### src/rtl/jtframe_dwnld_banks_if.sv
// SDRAM programming port bundle between the download router and the SDRAM
// controller.
//   master : router side, drives the write request and its payload
//   slave  : SDRAM controller side, returns the one-cycle acceptance
// Signals:
//   prog_addr  word address within the bank (AW bits)
//   prog_data  byte duplicated on both lanes
//   prog_mask  active-low lane mask
//   prog_bank  target SDRAM bank
//   prog_we    write request, held until sdram_ack
//   sdram_ack  one-cycle acceptance of the current request
interface jtframe_dwnld_banks_if #(
  parameter int AW = 22
);
  logic [AW-1:0] prog_addr;
  logic [15:0]   prog_data;
  logic [1:0]    prog_mask;
  logic [1:0]    prog_bank;
  logic          prog_we;
  logic          sdram_ack;

  modport master (
    output prog_addr, prog_data, prog_mask, prog_bank, prog_we,
    input  sdram_ack
  );

  modport slave (
    input  prog_addr, prog_data, prog_mask, prog_bank, prog_we,
    output sdram_ack
  );
endinterface

### src/rtl/jtframe_dwnld_banks.sv
// Download router: splits the ioctl byte stream into up to four SDRAM banks
// plus a PROM region. SDRAM-bound bytes are packed into word address + lane
// mask and queued in a small FIFO so a slow sdram_ack never loses data;
// PROM bytes bypass the FIFO as a registered one-cycle pulse.
// Ports:
//   clk, rst_n          clock, asynchronous active-low reset
//   downloading         ioctl transfer active
//   ioctl_addr/data/wr  incoming byte stream (wr is a one-cycle strobe)
//   prog (master)       SDRAM programming port, see jtframe_dwnld_banks_if
//   prom_we/addr/data   PROM write pulse, byte offset and data
//   dwnld_busy          transfer or FIFO drain in progress
//   overflow            sticky: a byte was dropped on a full FIFO,
//                       cleared when downloading rises
// Optional build macro JTFRAME_DWNLD_HEADER_EN: adds parameter HEADER and
// outputs header_we/header_data. The first HEADER bytes of a transfer are
// diverted there and every region decode uses ioctl_addr - HEADER.
module jtframe_dwnld_banks #(
  parameter int          BANKS      = 1,
  parameter logic [24:0] BA1_START  = 25'h10_0000,
  parameter logic [24:0] BA2_START  = 25'h20_0000,
  parameter logic [24:0] BA3_START  = 25'h30_0000,
  parameter logic [24:0] PROM_START = 25'h1FF_FFFF,
  parameter int          AW         = 22,
  parameter int          FIFO_AW    = 2,
  parameter int          SWAB       = 0
`ifdef JTFRAME_DWNLD_HEADER_EN
  , parameter int        HEADER     = 32
`endif
) (
  input  logic                  clk,
  input  logic                  rst_n,
  input  logic                  downloading,
  input  logic [24:0]           ioctl_addr,
  input  logic [7:0]            ioctl_data,
  input  logic                  ioctl_wr,
  jtframe_dwnld_banks_if.master prog,
  output logic                  prom_we,
  output logic [9:0]            prom_addr,
  output logic [7:0]            prom_data,
  output logic                  dwnld_busy,
  output logic                  overflow
`ifdef JTFRAME_DWNLD_HEADER_EN
  , output logic                header_we,
  output logic [7:0]            header_data
`endif
);

  localparam int DEPTH = 1 << FIFO_AW;
  // FIFO entry: {bank, word address, mask, data byte}
  localparam int EW    = 2 + AW + 2 + 8;

  logic [24:0]        addr_eff;
  logic [24:0]        bank_start;
  logic [AW:0]        offset;
  logic [9:0]         prom_off;
  logic [1:0]         bank_sel;
  logic [1:0]         mask;
  logic               hdr_sel;
  logic               prom_sel;
  logic               lane;

  logic [EW-1:0]      mem [DEPTH];
  logic [EW-1:0]      head;
  logic [FIFO_AW-1:0] wr_ptr;
  logic [FIFO_AW-1:0] rd_ptr;
  logic [FIFO_AW:0]   count;
  logic               empty;
  logic               full;
  logic               wr_fire;
  logic               push;
  logic               pop;
  logic               drop;
  logic               downloading_p1;

`ifdef JTFRAME_DWNLD_HEADER_EN
  localparam logic [24:0] HDR_LEN = 25'(HEADER);
  assign hdr_sel  = ioctl_addr < HDR_LEN;
  assign addr_eff = ioctl_addr - HDR_LEN;
`else
  assign hdr_sel  = 1'b0;
  assign addr_eff = ioctl_addr;
`endif

  // ---- stage p0: region decode and word packing (combinational) ----
  // Checked from the highest bank down so the first match wins; banks at or
  // above BANKS are excluded by the constant BANKS test.
  always_comb begin
    bank_sel   = 2'd0;
    bank_start = '0;
    if (BANKS > 3 && addr_eff >= BA3_START) begin
      bank_sel   = 2'd3;
      bank_start = BA3_START;
    end else if (BANKS > 2 && addr_eff >= BA2_START) begin
      bank_sel   = 2'd2;
      bank_start = BA2_START;
    end else if (BANKS > 1 && addr_eff >= BA1_START) begin
      bank_sel   = 2'd1;
      bank_start = BA1_START;
    end
  end

  assign prom_sel = addr_eff >= PROM_START;
  // Only bits [AW:0] of the offset matter; higher bits wrap silently.
  assign offset   = (AW+1)'(addr_eff - bank_start);
  assign prom_off = 10'(addr_eff - PROM_START);
  assign lane     = offset[0] ^ (SWAB != 0);
  assign mask     = lane ? 2'b01 : 2'b10;

  assign empty   = count == '0;
  assign full    = count == (FIFO_AW+1)'(DEPTH);
  assign wr_fire = ioctl_wr & downloading & ~hdr_sel;
  assign pop     = prog.sdram_ack & ~empty;
  // A pop in the same cycle frees the slot, so a full FIFO still accepts.
  assign push    = wr_fire & ~prom_sel & (~full | pop);
  assign drop    = wr_fire & ~prom_sel & full & ~pop;

  // ---- stage p1: FIFO storage, PROM pulse, status ----
  always_ff @(posedge clk) begin
    if (push) mem[wr_ptr] <= {bank_sel, offset[AW:1], mask, ioctl_data};
  end

  always_ff @(posedge clk or negedge rst_n) begin
    if (!rst_n) begin
      wr_ptr <= '0;
      rd_ptr <= '0;
      count  <= '0;
    end else begin
      if (push) wr_ptr <= wr_ptr + 1'b1;
      if (pop)  rd_ptr <= rd_ptr + 1'b1;
      case ({push, pop})
        2'b10:   count <= count + 1'b1;
        2'b01:   count <= count - 1'b1;
        default: ;
      endcase
    end
  end

  always_ff @(posedge clk or negedge rst_n) begin
    if (!rst_n) begin
      downloading_p1 <= 1'b0;
      overflow       <= 1'b0;
      prom_we        <= 1'b0;
      prom_addr      <= '0;
      prom_data      <= '0;
    end else begin
      downloading_p1 <= downloading;
      // A drop in the very cycle of a new transfer start still counts.
      if (drop)
        overflow <= 1'b1;
      else if (downloading & ~downloading_p1)
        overflow <= 1'b0;
      prom_we <= wr_fire & prom_sel;
      if (wr_fire & prom_sel) begin
        prom_addr <= prom_off;
        prom_data <= ioctl_data;
      end
    end
  end

`ifdef JTFRAME_DWNLD_HEADER_EN
  always_ff @(posedge clk or negedge rst_n) begin
    if (!rst_n) begin
      header_we   <= 1'b0;
      header_data <= '0;
    end else begin
      header_we <= ioctl_wr & downloading & hdr_sel;
      if (ioctl_wr & downloading & hdr_sel) header_data <= ioctl_data;
    end
  end
`endif

  // ---- output: FIFO head drives the programming port ----
  // Head is forced to zero when empty so a discarded queue never shows
  // stale payload after reset.
  assign head = empty ? '0 : mem[rd_ptr];

  always_comb begin
    prog.prog_we   = ~empty;
    prog.prog_bank = head[EW-1 -: 2];
    prog.prog_addr = head[AW+9 : 10];
    prog.prog_mask = head[9:8];
    prog.prog_data = {head[7:0], head[7:0]};
  end

  assign dwnld_busy = rst_n & (downloading | ~empty);

endmodule

### src/flat_wrapper.sv
// flat-port wrapper written by rule: the top's interface ports become plain ports
module jtframe_dwnld_banks_flat 
#(
  parameter int          BANKS      = 1,
  parameter logic [24:0] BA1_START  = 25'h10_0000,
  parameter logic [24:0] BA2_START  = 25'h20_0000,
  parameter logic [24:0] BA3_START  = 25'h30_0000,
  parameter logic [24:0] PROM_START = 25'h1FF_FFFF,
  parameter int          AW         = 22,
  parameter int          FIFO_AW    = 2,
  parameter int          SWAB       = 0

)
  (clk, rst_n, downloading, ioctl_addr, ioctl_data, ioctl_wr, prom_we, prom_addr, prom_data, dwnld_busy, overflow, prog_prog_addr, prog_prog_data, prog_prog_mask, prog_prog_bank, prog_prog_we, prog_sdram_ack);
  jtframe_dwnld_banks_if #(.AW(AW)) prog_i ();
  input  logic clk;
  input  logic rst_n;
  input  logic downloading;
  input  logic [24:0] ioctl_addr;
  input  logic [7:0] ioctl_data;
  input  logic ioctl_wr;
  output logic prom_we;
  output logic [9:0] prom_addr;
  output logic [7:0] prom_data;
  output logic dwnld_busy;
  output logic overflow;
  output wire logic [$bits(prog_i.prog_addr)-1:0] prog_prog_addr;
  output wire logic [$bits(prog_i.prog_data)-1:0] prog_prog_data;
  output wire logic [$bits(prog_i.prog_mask)-1:0] prog_prog_mask;
  output wire logic [$bits(prog_i.prog_bank)-1:0] prog_prog_bank;
  output wire logic [$bits(prog_i.prog_we)-1:0] prog_prog_we;
  input wire logic [$bits(prog_i.sdram_ack)-1:0] prog_sdram_ack;
  assign prog_prog_addr = prog_i.prog_addr;
  assign prog_prog_data = prog_i.prog_data;
  assign prog_prog_mask = prog_i.prog_mask;
  assign prog_prog_bank = prog_i.prog_bank;
  assign prog_prog_we = prog_i.prog_we;
  assign prog_i.sdram_ack = prog_sdram_ack;
  jtframe_dwnld_banks #(.BANKS(BANKS), .BA1_START(BA1_START), .BA2_START(BA2_START), .BA3_START(BA3_START), .PROM_START(PROM_START), .AW(AW), .FIFO_AW(FIFO_AW), .SWAB(SWAB)) u_core (.clk(clk), .rst_n(rst_n), .downloading(downloading), .ioctl_addr(ioctl_addr), .ioctl_data(ioctl_data), .ioctl_wr(ioctl_wr), .prog(prog_i), .prom_we(prom_we), .prom_addr(prom_addr), .prom_data(prom_data), .dwnld_busy(dwnld_busy), .overflow(overflow));
endmodule
### config.mk
export PLATFORM = sky130hd
export DESIGN_NAME = jtframe_dwnld_banks_flat
export DESIGN_NICKNAME = d
export VERILOG_FILES = /design/src/rtl/jtframe_dwnld_banks_if.sv /design/src/rtl/jtframe_dwnld_banks.sv /design/src/flat_wrapper.sv
export SDC_FILE = /design/constraint.sdc
export NUM_CORES = 1
export LEC_CHECK = 0
export ABC_AREA = 0
export BUFFER_PORTS_ARGS = -buffer_cell sky130_fd_sc_hd__buf_2
export CAP_MARGIN = 20
export CELL_PAD_IN_SITES_DETAIL_PLACEMENT = 0
export CELL_PAD_IN_SITES_GLOBAL_PLACEMENT = 2
export CORE_AREA = 2 2 110 165
export CTS_CLUSTER_DIAMETER = 150
export DETAILED_ROUTE_END_ITERATION = 8
export DIE_AREA = 0 0 112 167
export GPL_ROUTABILITY_DRIVEN = 0
export PLACE_DENSITY = 0.83
export REMOVE_ABC_BUFFERS = 1
export SLEW_MARGIN = 20
export SYNTH_ARGS = -nofsm -noshare
export SYNTH_HDL_FRONTEND = slang
export SYNTH_SLANG_ARGS = --single-unit
### constraint.sdc
create_clock -name clk -period 2.4 [get_ports clk]
set_input_delay 0.36 -clock clk [delete_from_list [all_inputs] [get_ports clk]]
set_output_delay 0.36 -clock clk [all_outputs]
set_load 0.005 [all_outputs]
# --- Word-level counts from Yosys, hierarchy flattened ---
# Memory sizes are Yosys's and may differ from the RTL's.
# Index checks and enable logic that the tools add are counted.
op_classes:
  reduce_logical: 3
  n_eq_ne: 3
  addsub: 5
  order_cmp: 1
  mux: 7
  bitwise_logic: 16
op_table:
  columns: ["operator", "count"]
  rows:
  - ["$mux 34", 1]
  - ["$ge 25x25->1 const B", 1]
  - ["$sub 10x10->10 const B", 1]
  - ["$and 1x1->1", 9]
  - ["$pmux 3 s2", 1]
  - ["$not 1->1", 5]
  - ["$add 2x1->2 const B", 2]
  - ["$mux 1", 4]
  - ["$reduce_bool 2->1", 2]
  - ["$add 3x1->3 const B", 1]
  - ["$eq 3x3->1 const B", 1]
  - ["$logic_not 3->1", 1]
  - ["$sub 3x1->3 const B", 1]
  - ["$eq 2x1->1 const B", 1]
  - ["$eq 2x2->1 const B", 1]
  - ["$mux 2", 1]
  - ["$or 1x1->1", 2]
totals:
  reg_bits: 28
  ram_bits: 128
  output_inout_bits: 64
  mem_count: 1
mem_list:
  columns: ["memory", "words", "word_bits", "read_ports", "rd_clocked_by_memory_dff", "wr", "line", "source"]
  rows:
  - ["u_core.mem", 4, 32, 1, 0, 1, "jtframe_dwnld_banks.sv:62", "logic [EW-1:0] mem [DEPTH];"]

# --- Logic depth before layout (Yosys ltp) ---
# Gate-level depths: netlist (run 1).
depth:
  ltp_word: 7
  mapped_depth: 12
  depth_no_buf: 12

# --- Least setup slack after synthesis (run 1) ---
# Ideal clock, no wire load.
synth_timing:
  path_kind: "input to register"
  startpoint: "in ioctl_addr[0]"
  endpoint: "reg u_core.count[2]"
  t_arrival_ns: 2.821
  stages: 12
  setup_slack_ns: -0.500
  cell_sequence: "ha_1 a21oi_1 or4_1 or4_4 and2_4 inv_1 ha_1 inv_1 fa_1 xor2_1 nor2_1 xor2_1"
synth_between:
  elab_chain_len: 6
synth_lines:
  columns: ["element", "line", "source"]
  rows:
  - ["start, declared", "flat_wrapper.sv:19", "input logic [24:0] ioctl_addr;"]
  - ["$ge 25x25->1 (*)", "jtframe_dwnld_banks.sv:102", "assign prom_sel = addr_eff >= PROM_START;"]
  - ["$not 1->1 (*)", "jtframe_dwnld_banks.sv:114", "assign push = wr_fire & ~prom_sel & (~full | pop);"]
  - ["$and 1x1->1 (*) (2 in series)", "jtframe_dwnld_banks.sv:114", null]
  - ["$eq 2x1->1 or $eq 2x2->1 (tied branches)", "jtframe_dwnld_banks.sv:130", "case ({push, pop})"]
  - ["$pmux 3 s2 or $reduce_bool 2->1 (tied branches)", null, null]
  - ["end signal, assigned", "jtframe_dwnld_banks.sv:131", "2'b10: count <= count + 1'b1;"]
  - ["end signal, assigned", "jtframe_dwnld_banks.sv:132", "2'b01: count <= count - 1'b1;"]
  - ["end, declared", "jtframe_dwnld_banks.sv:66", "logic [FIFO_AW:0] count;"]
# Every way passes the cells marked *; elsewhere a longest branch is shown, timed or not.
# A chain may end at the register's enable or synchronous reset.

# --- Worst setup path after layout (run 1) ---
layout_timing:
  startpoint: "in ioctl_addr[21]"
  endpoint: "reg u_core.count[2]"
# Same word-level chain as after synthesis.

==> results of run 1 <==
==> layout make-up <==
type | count | area (um^2)
clock buffer | 18 | 429
timing repair buffer | 142 | 1020
clock inverter | 14 | 143
multi-input combinational | 137 | 1560
tap | 213 | 267
sequential | 156 | 4550
inverter | 9 | 36.3
fill | 1513 | 9280
==> registers in the layout (all words and copies together), names as in the netlist <==
signal                 flops
u_core.prom_we             1
u_core.downloading_p1      1
u_core.mem               128
u_core.count               3
u_core.prom_data           8
u_core.prom_addr          10
u_core.rd_ptr              2
u_core.wr_ptr              2
u_core.overflow            1
==> critical path, delay by kind of cell <==
family	cells	cell delay, ns
AND/OR/NAND/NOR	5	1.58
XOR/XNOR	2	0.30
adder cells (fa/ha/maj)	2	0.44
buffers and inverters	3	0.15
==> routing by layer <==
metal  vias up  wire length (um)  GRT usage (%)
li1       1515                 -              -
met1      1705              4920           15.7
met2        80              7730           29.0
met3        16               497           3.49
met4         0               221           5.78
met5         -                 0              0
==> report_power, final <==
part | internal (uW) | switching, uW | total, uW
clock network | 1530 | 1050 | 2590
registers | 3250 | 116 | 3360
logic | 1390 | 1190 | 2580
total | 6170 | 2360 | 8530
==> Yosys cell counts, types with 3 or more instances <==
library cell	count
edfxtp_1	128
and2_1	33
mux4_2	32
dfrtp_1	28
buf_4	10
clkbuf_1	9
inv_1	9
mux2_2	9
nand2_1	8
ha_1	6
and3_1	5
mux2_4	5
nand4_1	5
xor2_1	5
nor2_1	4
o21a_1	4
o21ai_0	4
xnor2_1	4
buf_1	3
==> layout by cell type (no fill, tap or decap), types with 3 or more instances in the layout <==
cell       Yosys  final
nor2_1         4      4
xor2_1         5      5
ha_1           6      4
clkinv_2       0      3
edfxtp_1     128    128
xnor2_1        4      4
dfrtp_1       28     27
mux4_2        32     32
inv_6          0      4
o21a_1         4      4
and3_2         0      4
inv_1          9      7
o21ai_0        4      3
nand4_1        5      5
buf_4         10     35
clkbuf_16      0     17
mux2_4         5      5
buf_6          1      8
buf_2          0     87
buf_12         1     10
nand2_1        8      8
mux2_2         9      9
and2_1        33     33
==> worst paths after layout <==
check	end	slack [ns]	start	cells past startpoint
worst min register to register	u_core.overflow$_DFFE_PN0P_	0.46	u_core.downloading_p1$_DFF_PN0_	2
worst max register to register	u_core.count[2]$_DFFE_PN0P_	0.21	u_core.count[0]$_DFFE_PN0P_	10
worst min-delay path	u_core.count[0]$_DFFE_PN0P_	0.07	rst_n	2
min in group clk	u_core.downloading_p1$_DFF_PN0_	0.12	downloading	1
max in group asynchronous	u_core.rd_ptr[0]$_DFFE_PN0P_	2.03	rst_n	2
worst max-delay path	u_core.count[2]$_DFFE_PN0P_	-0.11	ioctl_addr[21]	12
==> per-stage QoR <==
| stage | total power (uW) | util (%) | area, um^2 |
|---|---|---|---|
| 6_report | 8530 | 46.3 | 8000 |
| 5_1_grt | 8980 | 46.3 | 8000 |
| 4_1_cts | 8660 | 46.0 | 7950 |
| 3_5_place_dp | 6010 | 42.1 | 7280 |
| 3_3_place_gp | 5940 | 42.1 | 7280 |
| 2_1_floorplan | 4810 | - | 6090 |
==> kinds of logic (layout without fill, tap and decap cells) <==
kind of cell | Yosys count | in the layout | synth area share, %
buffers and inverters | 33 | 183 | 2.97
muxes | 46 | 46 | 14.4
adders and majority gates | 7 | 7 | 1.52
and+or+nand+nor | 64 | 64 | 6.13
other | 1 | 2 | 0.0601
DFF | 156 | 156 | 72.8
xor gates and xnor gates | 9 | 9 | 1.26
AOI/OAI and AO/OA | 9 | 9 | 0.882
==> repair_timing <==
item | CTS | global route
endpoints found under the setup margin | 7 | 2
buffers inserted | 3 | 1
resized for setup | 21 | 8
hold endpoints to repair | 0 | 0
pin swaps | 8 | 9
==> run summary, run 1 <==
Total gr overflow - 0
Total number of vias - 3316
Distinct cells, synth - 32
Pwr Density - 1070 mW/mm^2
Die X - 112 um
MaxCap Viol Count - 0
Port bufs - 99
Worst EP required - 2.73 ns
Vias in the first global route - 3723
H-tree depth - 4
Syn avg cell area - 19.2 um^2
CTS tree - built
Ranking of synthesized cells by area - edfxtp_1, mux4_2, dfrtp_1
DRC errors left - 0
Post-DP HPWL - 9.06 mm
Core area - 0.0173 mm^2
Crit path DAT - 2.84 ns
Routed WL - 13.4 mm
Hold Buf Count CTS - 0
Post-synth EDFFs - 128
Seq/Total Area, Yosys - 72.8%
Io pins - 102
Minimum hold slack - 0.0650 ns
Gate Count Post-Synth - 325
CP Class - in2reg
RSZ-0062 raised after global routing - yes
Clk slew on worst S/H paths - 0.06 ns
Setup violators final - 1
Leak - 0.00313 uW
Tcrit/Tclk final - 105%
Peak VDD IR - 0.446 mV
CP Launch Type - primary input
Violated checks - setup timing
CTS Buf Count - 17
Area leader, netlist - edfxtp_1
CTS Buffer Depth - 2
Ys Warns - 0
Share of layout cells above drive strength 1 - 48.5%
Slowest stage delay, CP - 0.56 ns
FF+latch count, synth - 156
Clk Latency, worst-skew pair - 0.41 ns
Total negative setup slack - -0.109 ns
Post-DRT Antenna Nets - 0
Place WS - -0.780 ns
# rows - 59
Hold Fails Final Rpt - 0
Final Worst Setup Slack - -0.109 ns
Drt first pass iters - 4
Fraction of registers with async set/reset - 17.9%
Worst min path class - in2async
Status - finished with violations
Pins Over Slew Limit - 0
Crit end category - register
Via density - 4.81
Die area - 0.0187 mm^2
Drt first-iter violations - 152
CTS sink count - 156
Critical Path Slowest Stage Cell - or4_4
Initial antenna violation count - 0
Fin cells - 689
Global-route wire length before repair - 20.8 mm
Crit-path cells - buf_6 -> nand4_1 -> or4_4 -> or4_4 -> and2_4 -> inv_4 -> ha_4 -> inv_2 -> fa_2 -> xor2_1 -> nor2_1 -> xor2_1
Diodes inserted - 0
CTS root buffer - clkbuf_16
Share of the synthesized area in the top cell type - 61.6%
Crit-path max FO - 2
Achievable clock frequency - 399 MHz
Largest net degree at the start of global routing - 35
Syn-to-layout area delta - 28.1%
Netlist Area Pre-Place - 0.00624 mm^2
Initial Utilization - 36.1%
Number of placed cells counting well taps - 653
Die Y - 167 um
Nets - 508
Gr usage total - 15.1%
Post-Route Skew - 0.00918 ns
Final min period - 2.51 ns
Wirelength per Cell - 19.4 um
Predominant post-synthesis flop cell - edfxtp_1
(Power assumes the default switching activity.)
==> run 2: changes to the inputs <==
--- a/config.mk
+++ b/config.mk
@@ -8,14 +8,12 @@
 export ABC_AREA = 0
 export BUFFER_PORTS_ARGS = -buffer_cell sky130_fd_sc_hd__buf_2
 export CAP_MARGIN = 20
-export CELL_PAD_IN_SITES_DETAIL_PLACEMENT = 0
-export CELL_PAD_IN_SITES_GLOBAL_PLACEMENT = 2
-export CORE_AREA = 2 2 110 165
+export CORE_AREA = 2 2 100 150
 export CTS_CLUSTER_DIAMETER = 150
 export DETAILED_ROUTE_END_ITERATION = 8
-export DIE_AREA = 0 0 112 167
+export DIE_AREA = 0 0 102 152
 export GPL_ROUTABILITY_DRIVEN = 0
-export PLACE_DENSITY = 0.83
+export PLACE_DENSITY = 0.77
 export REMOVE_ABC_BUFFERS = 1
 export SLEW_MARGIN = 20
 export SYNTH_ARGS = -nofsm -noshare
==> run 2 against run 1 <==
Effect of this change:
- the flow still finishes with violations (setup timing)
- global-route usage grew 2.8 points
- clock skew rose by 0.00070 ns
- worst hold slack got worse by 0.0040 ns
- total power increased by 0.61%
- count of clock-buffer cells in the layout unchanged
- core utilization increased by 9.0 points
- register-to-register slack worse by 0.20 ns
- sequential power barely moved
- final area down 0.94%
- routed wire length down 3.9%
- flip-flop and latch count unchanged
- sequential share of layout area is 0.57 points higher
==> run summary, run 2 (synthesis results as in run 1) <==
Status - finished with violations (unchanged)
Violated checks - setup timing (unchanged)
Total gr overflow - 0 (unchanged)
Most flop-heavy register - u_core.mem (unchanged)
Via density - 5.05 (was 4.81)
Routed WL - 12.8 mm (was 13.4 mm)
Clk slew on worst S/H paths - 0.06 ns (about the same)
Register area - 0.00455 mm^2 (about the same)
Post-DP HPWL - 8.62 mm (was 9.06 mm)
DRC errors left - 0 (unchanged)
Vias in the first global route - 3715 (was 3723)
Leak - 0.00310 uW (was 0.00313 uW)
Io pins - 102 (unchanged)
Hold Buf Count CTS - 0 (unchanged)
Die area - 0.0155 mm^2 (was 0.0187 mm^2)
Crit-path max FO - 2 (unchanged)
Syn-to-layout area delta - 26.9% (was 28.1%)
Pins Over Slew Limit - 0 (unchanged)
RSZ-0062 raised after global routing - yes (unchanged)
Diodes inserted - 0 (unchanged)
Worst EP required - 2.69 ns (was 2.73 ns)
Peak VDD IR - 0.650 mV (was 0.446 mV)
Global-route wire length before repair - 20.2 mm (was 20.8 mm)
Die Y - 152 um (was 167 um)
Pwr Density - 1080 mW/mm^2 (was 1070 mW/mm^2)
# rows - 54 (was 59)
Clk Latency, worst-skew pair - 0.42 ns (was 0.41 ns)
Crit path DAT - 2.82 ns (was 2.84 ns)
Tot Pwr - 8580 uW (was 8530 uW)
CTS tree - built (unchanged)
Number of placed cells counting well taps - 637 (was 653)
Total number of vias - 3382 (was 3316)
H-tree depth - 4 (unchanged)
CTS Buf Count - 17 (unchanged)
CP Class - in2reg (unchanged)
Nets - 508 (unchanged)
Fin cells - 670 (was 689)
CTS sink count - 156 (unchanged)
Crit end category - register (unchanged)
# fillers - 1151 (was 1513)
Multi-input logic area - 0.00156 mm^2 (about the same)
Port bufs - 99 (unchanged)
Wirelength per Cell - 19.2 um (was 19.4 um)
Die X - 102 um (was 112 um)
Share of layout cells above drive strength 1 - 48.7% (was 48.5%)
Setup violators final - 1 (unchanged)
Hold Fails Final Rpt - 0 (unchanged)
CTS root buffer - clkbuf_16 (unchanged)
CTS Buffer Depth - 2 (unchanged)
Achievable clock frequency - 396 MHz (was 399 MHz)
Largest registers - u_core.mem x128, u_core.prom_addr x10, u_core.prom_data x8 (unchanged)
Post-Route Skew - 0.00988 ns (was 0.00918 ns)
Max FFs per register - 128 (unchanged)
Tcrit/Tclk final - 105% (about the same)
Post-DRT Antenna Nets - 0 (unchanged)
Commonest non-fill, non-tap cells in the layout - edfxtp_1, buf_2, buf_4 (unchanged)
Final min period - 2.52 ns (was 2.51 ns)
Most common cell after layout, fill and taps aside - edfxtp_1 (unchanged)
Initial Utilization - 43.6% (was 36.1%)
CP Launch Type - primary input (unchanged)
Drt first-iter violations - 195 (was 152)
Largest net degree at the start of global routing - 35 (unchanged)
MaxCap Viol Count - 0 (unchanged)
Final Worst Setup Slack - -0.124 ns (was -0.109 ns)
Gr usage total - 17.9% (was 15.1%)
Initial antenna violation count - 0 (unchanged)
Core area - 0.0143 mm^2 (was 0.0173 mm^2)
Drt first pass iters - 4 (unchanged)
Worst min path class - in2async (unchanged)
run 2: cell types whose count changed in the layout (fill, tap and decap cells not counted), sizes merged:
cell	delta
clkinv	-3
clkinvlp	+3
inv	-3
bufinv	+1
run 2: critical path, stage by stage:
cell     delay (ns)
buf_6          0.07
nand4_1        0.16
or4_4          0.56
or4_4          0.51
and2_4         0.19
inv_2          0.06
ha_4           0.13
inv_2          0.04
fa_2           0.35
xor2_1         0.18
nor2_1         0.07
xor2_1         0.16
run 2: metal layers:
| metal | share of wire, % | up-vias | wire (um) | global-route usage (%) |
|---|---|---|---|---|
| met5 | 0 | - | 0 | 0 |
| met4 | 2.7 | 0 | 351 | 7.30 |
| met3 | 3.7 | 25 | 471 | 4.83 |
| met2 | 58 | 101 | 7440 | 32.7 |
| met1 | 36 | 1740 | 4590 | 18.8 |
| li1 | - | 1516 | - | - |
run 2: area by class of cell:
cell class                      instances  area share [%]
Multi-Input combinational cell        137            19.7
Clock buffer                           18            5.42
Clock inverter                         12            1.86
Timing Repair Buffer                  142            12.1
Inverter                                9           0.427
Tap cell                              196            3.10
Sequential cell                       156            57.4
run 2: stage by stage:
stage               TNS, ns  cell area [um^2]  worst slack, ns  utilization (%)  hold slack, ns
floorplan            -32.26              6090           -0.500                -          0.0644
global placement     -32.61              7230           -0.658             50.5           0.448
detailed placement   -35.00              7230           -0.732             50.5           0.466
CTS                  -0.130              7910           -0.130             55.2          0.0700
global route         -0.196              7920           -0.196             55.3          0.0667
finish               -0.124              7920           -0.124             55.3          0.0610
run 2: timing repair:
item	CTS	global route
endpoints found under the setup margin	33	2
buffers inserted	3	0
resized for setup	17	5
pin swaps	8	4
run 2: path summary, 6_finish.rpt:
| kind | cells after the start | start | slack (ns) | to |
|---|---|---|---|---|
| min in group clk | 1 | ioctl_addr[20] | 0.13 | u_core.mem[3][29]$_DFFE_PP_ |
| setup / recovery | 12 | ioctl_addr[21] | -0.12 | u_core.count[2]$_DFFE_PN0P_ |
| hold reg to reg | 2 | u_core.downloading_p1$_DFF_PN0_ | 0.47 | u_core.overflow$_DFFE_PN0P_ |
| setup reg to reg | 10 | u_core.count[0]$_DFFE_PN0P_ | 0.01 | u_core.count[2]$_DFFE_PN0P_ |
| max in group asynchronous | 2 | rst_n | 2.03 | u_core.rd_ptr[0]$_DFFE_PN0P_ |
| hold / removal | 2 | rst_n | 0.06 | u_core.prom_data[6]$_DFFE_PN0P_ |
run 2: where the power goes:
part           total, uW  internal, uW  switching (uW)
clock               2620          1610            1000
combinational       2590          1410            1180
sequential          3380          3250             123
==> run 3: changes to the inputs <==
--- a/config.mk
+++ b/config.mk
@@ -8,12 +8,14 @@
 export ABC_AREA = 0
 export BUFFER_PORTS_ARGS = -buffer_cell sky130_fd_sc_hd__buf_2
 export CAP_MARGIN = 20
-export CORE_AREA = 2 2 100 150
+export CELL_PAD_IN_SITES_DETAIL_PLACEMENT = 0
+export CELL_PAD_IN_SITES_GLOBAL_PLACEMENT = 1
+export CORE_AREA = 2 2 102 153
 export CTS_CLUSTER_DIAMETER = 150
 export DETAILED_ROUTE_END_ITERATION = 8
-export DIE_AREA = 0 0 102 152
+export DIE_AREA = 0 0 104 155
 export GPL_ROUTABILITY_DRIVEN = 0
-export PLACE_DENSITY = 0.77
+export PLACE_DENSITY = 0.84
 export REMOVE_ABC_BUFFERS = 1
 export SLEW_MARGIN = 20
 export SYNTH_ARGS = -nofsm -noshare
==> run 3 against run 2 <==
Effect of this change:
- the run still ends with setup timing left
- critical path depth is the same
- via count down 2.0%
- sequential power is essentially flat
- worst hold slack lost 0.0091 ns
- final area is essentially flat
- total power shrank 2.0%
- fmax increased by 1.7%
- core utilization is 2.0 points lower
- sequential share of layout area barely moved
- global-route usage fell by 1.2 points
- flip-flop and latch count unchanged
- combinational power decreased by 3%
==> run summary, run 3 (synthesis results as in run 1) <==
Vias in the first global route - 3695 (was 3715)
Achievable clock frequency - 403 MHz (was 396 MHz)
Drt first-iter violations - 224 (was 195)
Drt first pass iters - 5 (was 4)
Final min period - 2.48 ns (was 2.52 ns)
Via density - 4.88 (was 5.05)
Largest net degree at the start of global routing - 35 (unchanged)
Setup violators final - 1 (unchanged)
Io pins - 102 (unchanged)
Total number of vias - 3315 (was 3382)
CTS root buffer - clkbuf_16 (unchanged)
Global-route wire length before repair - 19.8 mm (was 20.2 mm)
Relative slew slack - 64.7%
Hold Buf Count CTS - 0 (unchanged)
Leak - 0.00311 uW (was 0.00310 uW)
Worst EP required - 2.73 ns (was 2.69 ns)
Utilization after layout - 53.3% (was 55.3%)
Pwr Density - 1060 mW/mm^2 (was 1080 mW/mm^2)
Combinational power share - 29.9% (was 30.2%)
CTS sink count - 156 (unchanged)
Clk pwr share - 30.2% (was 30.5%)
RSZ-0062 raised after global routing - yes (unchanged)
# rows - 55 (was 54)
Wirelength per Cell - 18.4 um (was 19.2 um)
Pint - 5990 uW (was 6270 uW)
Register area - 0.00455 mm^2 (about the same)
CTS Buffer Depth - 2 (unchanged)
Tcrit/Tclk final - 103% (was 105%)
CP Class - in2reg (unchanged)
Design Area, Final - 0.00792 mm^2 (about the same)
Worst slew pin tran - 0.521 ns
Hold Fails Final Rpt - 0 (unchanged)
Routed WL - 12.5 mm (was 12.8 mm)
Total gr overflow - 0 (unchanged)
Initial Utilization - 42.0% (was 43.6%)
Die area - 0.0161 mm^2 (was 0.0155 mm^2)
Syn-to-layout area delta - 26.8% (was 26.9%)
DRC errors left - 0 (unchanged)
Core area - 0.0149 mm^2 (was 0.0143 mm^2)
Most common cell after layout, fill and taps aside - edfxtp_1 (unchanged)
Post-DRT Antenna Nets - 0 (unchanged)
Initial antenna violation count - 0 (unchanged)
Worst min path class - in2async (unchanged)
Clk slew on worst S/H paths - 0.06 ns (about the same)
Commonest non-fill, non-tap cells in the layout - edfxtp_1, buf_2, buf_4 (unchanged)
Status - finished with violations (unchanged)
Share of layout cells above drive strength 1 - 49.1% (was 48.7%)
Final Worst Setup Slack - -0.0811 ns (was -0.124 ns)
Switching pwr - 2420 uW (was 2310 uW)
Crit-path max FO - 5 (was 2)
Port bufs - 99 (unchanged)
Clk Latency, worst-skew pair - 0.41 ns (was 0.42 ns)
Violated checks - setup timing (unchanged)
Crit end category - register (unchanged)
# fillers - 1207 (was 1151)
Reg power frac - 39.9% (was 39.3%)
Tot Pwr - 8420 uW (was 8580 uW)
Post-DP HPWL - 8.63 mm (was 8.62 mm)
Multi-input logic area - 0.00154 mm^2 (was 0.00156 mm^2)
CTS Buf Count - 17 (unchanged)
Switch share - 28.8% (was 26.9%)
Most flop-heavy register - u_core.mem (unchanged)
Die X - 104 um (was 102 um)
Largest registers - u_core.mem x128, u_core.prom_addr x10, u_core.prom_data x8 (unchanged)
Pins Over Slew Limit - 0 (unchanged)
CP Launch Type - primary input (unchanged)
CTS tree - built (unchanged)
MaxCap Viol Count - 0 (unchanged)
Nets - 511 (was 508)
Max FFs per register - 128 (unchanged)
Number of placed cells counting well taps - 644 (was 637)
Gr usage total - 16.6% (was 17.9%)
Post-Route Skew - 0.00969 ns (was 0.00988 ns)
H-tree depth - 4 (unchanged)
Post-DP Area - 0.00726 mm^2 (was 0.00723 mm^2)
Die Y - 155 um (was 152 um)
Fin cells - 679 (was 670)
Peak VDD IR - 0.502 mV (was 0.650 mV)
Crit path DAT - 2.81 ns (was 2.82 ns)
Minimum hold slack - 0.0520 ns (was 0.0610 ns)
run 3: changes by cell type in the layout (fill, tap and decap cells not counted), moves of 2 or more:
| cell | change |
|---|---|
| bufinv_16 | -3 |
| buf_4 | +2 |
| inv_8 | +5 |
| clkinv_2 | -3 |
| clkinv_8 | +2 |
| inv_6 | +2 |
run 3: final cells by class:
type | instances | area share, %
multi-input cells | 137 | 19.5
well taps | 199 | 3.14
inverters | 9 | 0.427
repair buffers | 145 | 12.2
flip-flops and latches | 156 | 57.4
clock buffers | 17 | 5.37
clock inverters | 15 | 1.94
diodes | 1 | 0.0316
run 3: critical path: stages:
cell,delay (ns)
buf_8,0.08
nand4_1,0.17
or4_4,0.56
or4_4,0.50
and2_4,0.16
inv_2,0.06
ha_4,0.12
inv_2,0.04
fa_2,0.35
xor2_1,0.16
nor2_1,0.11
xor2_1,0.15
run 3: path summary, 6_finish.rpt:
path,startpoint,end,slack (ns),cells after the start
setup reg to reg,u_core.count[0]$_DFFE_PN0P_,u_core.count[2]$_DFFE_PN0P_,0.07,10
max in group asynchronous,rst_n,u_core.rd_ptr[0]$_DFFE_PN0P_,2.03,2
min in group clk,ioctl_addr[9],u_core.mem[3][18]$_DFFE_PP_,0.13,1
hold reg to reg,u_core.prom_addr[0]$_DFFE_PN0P_,u_core.prom_addr[0]$_DFFE_PN0P_,0.48,2
hold / removal,rst_n,u_core.prom_data[4]$_DFFE_PN0P_,0.05,2
setup / recovery,ioctl_addr[9],u_core.count[2]$_DFFE_PN0P_,-0.08,12
run 3: repair_timing:
action | CTS | global route
setup endpoints to repair | 26 | 1
pin swaps | 8 | 1
setup buffers | 2 | 0
gates resized for setup | 15 | 1
run 3: metal layers:
| layer | track usage [%] | part of all wire (%) |
|---|---|---|
| met1 | 16.9 | 36 |
| met3 | 3.85 | 4.0 |
| met4 | 7.46 | 2.2 |
| met5 | 0 | 0 |
| met2 | 32.0 | 58 |
run 3: stage by stage:
| step | setup TNS [ns] | worst slack, ns |
|---|---|---|
| finish | -0.0811 | -0.0811 |
| global route | -0.112 | -0.112 |
| CTS | -0.0823 | -0.0823 |
| detailed placement | -33.58 | -0.692 |
| global placement | -34.77 | -0.663 |
| floorplan | -32.26 | -0.500 |
run 3: power by group through the flow:
stage / combinational, uW / clock, uW / sequential [uW]
floorplan: 1240 / 0 / 3560
global placement: 2460 / 0 / 3420
detailed placement: 2510 / 0 / 3440
CTS: 2590 / 2590 / 3360
global route: 2770 / 2720 / 3380
finish: 2520 / 2540 / 3360
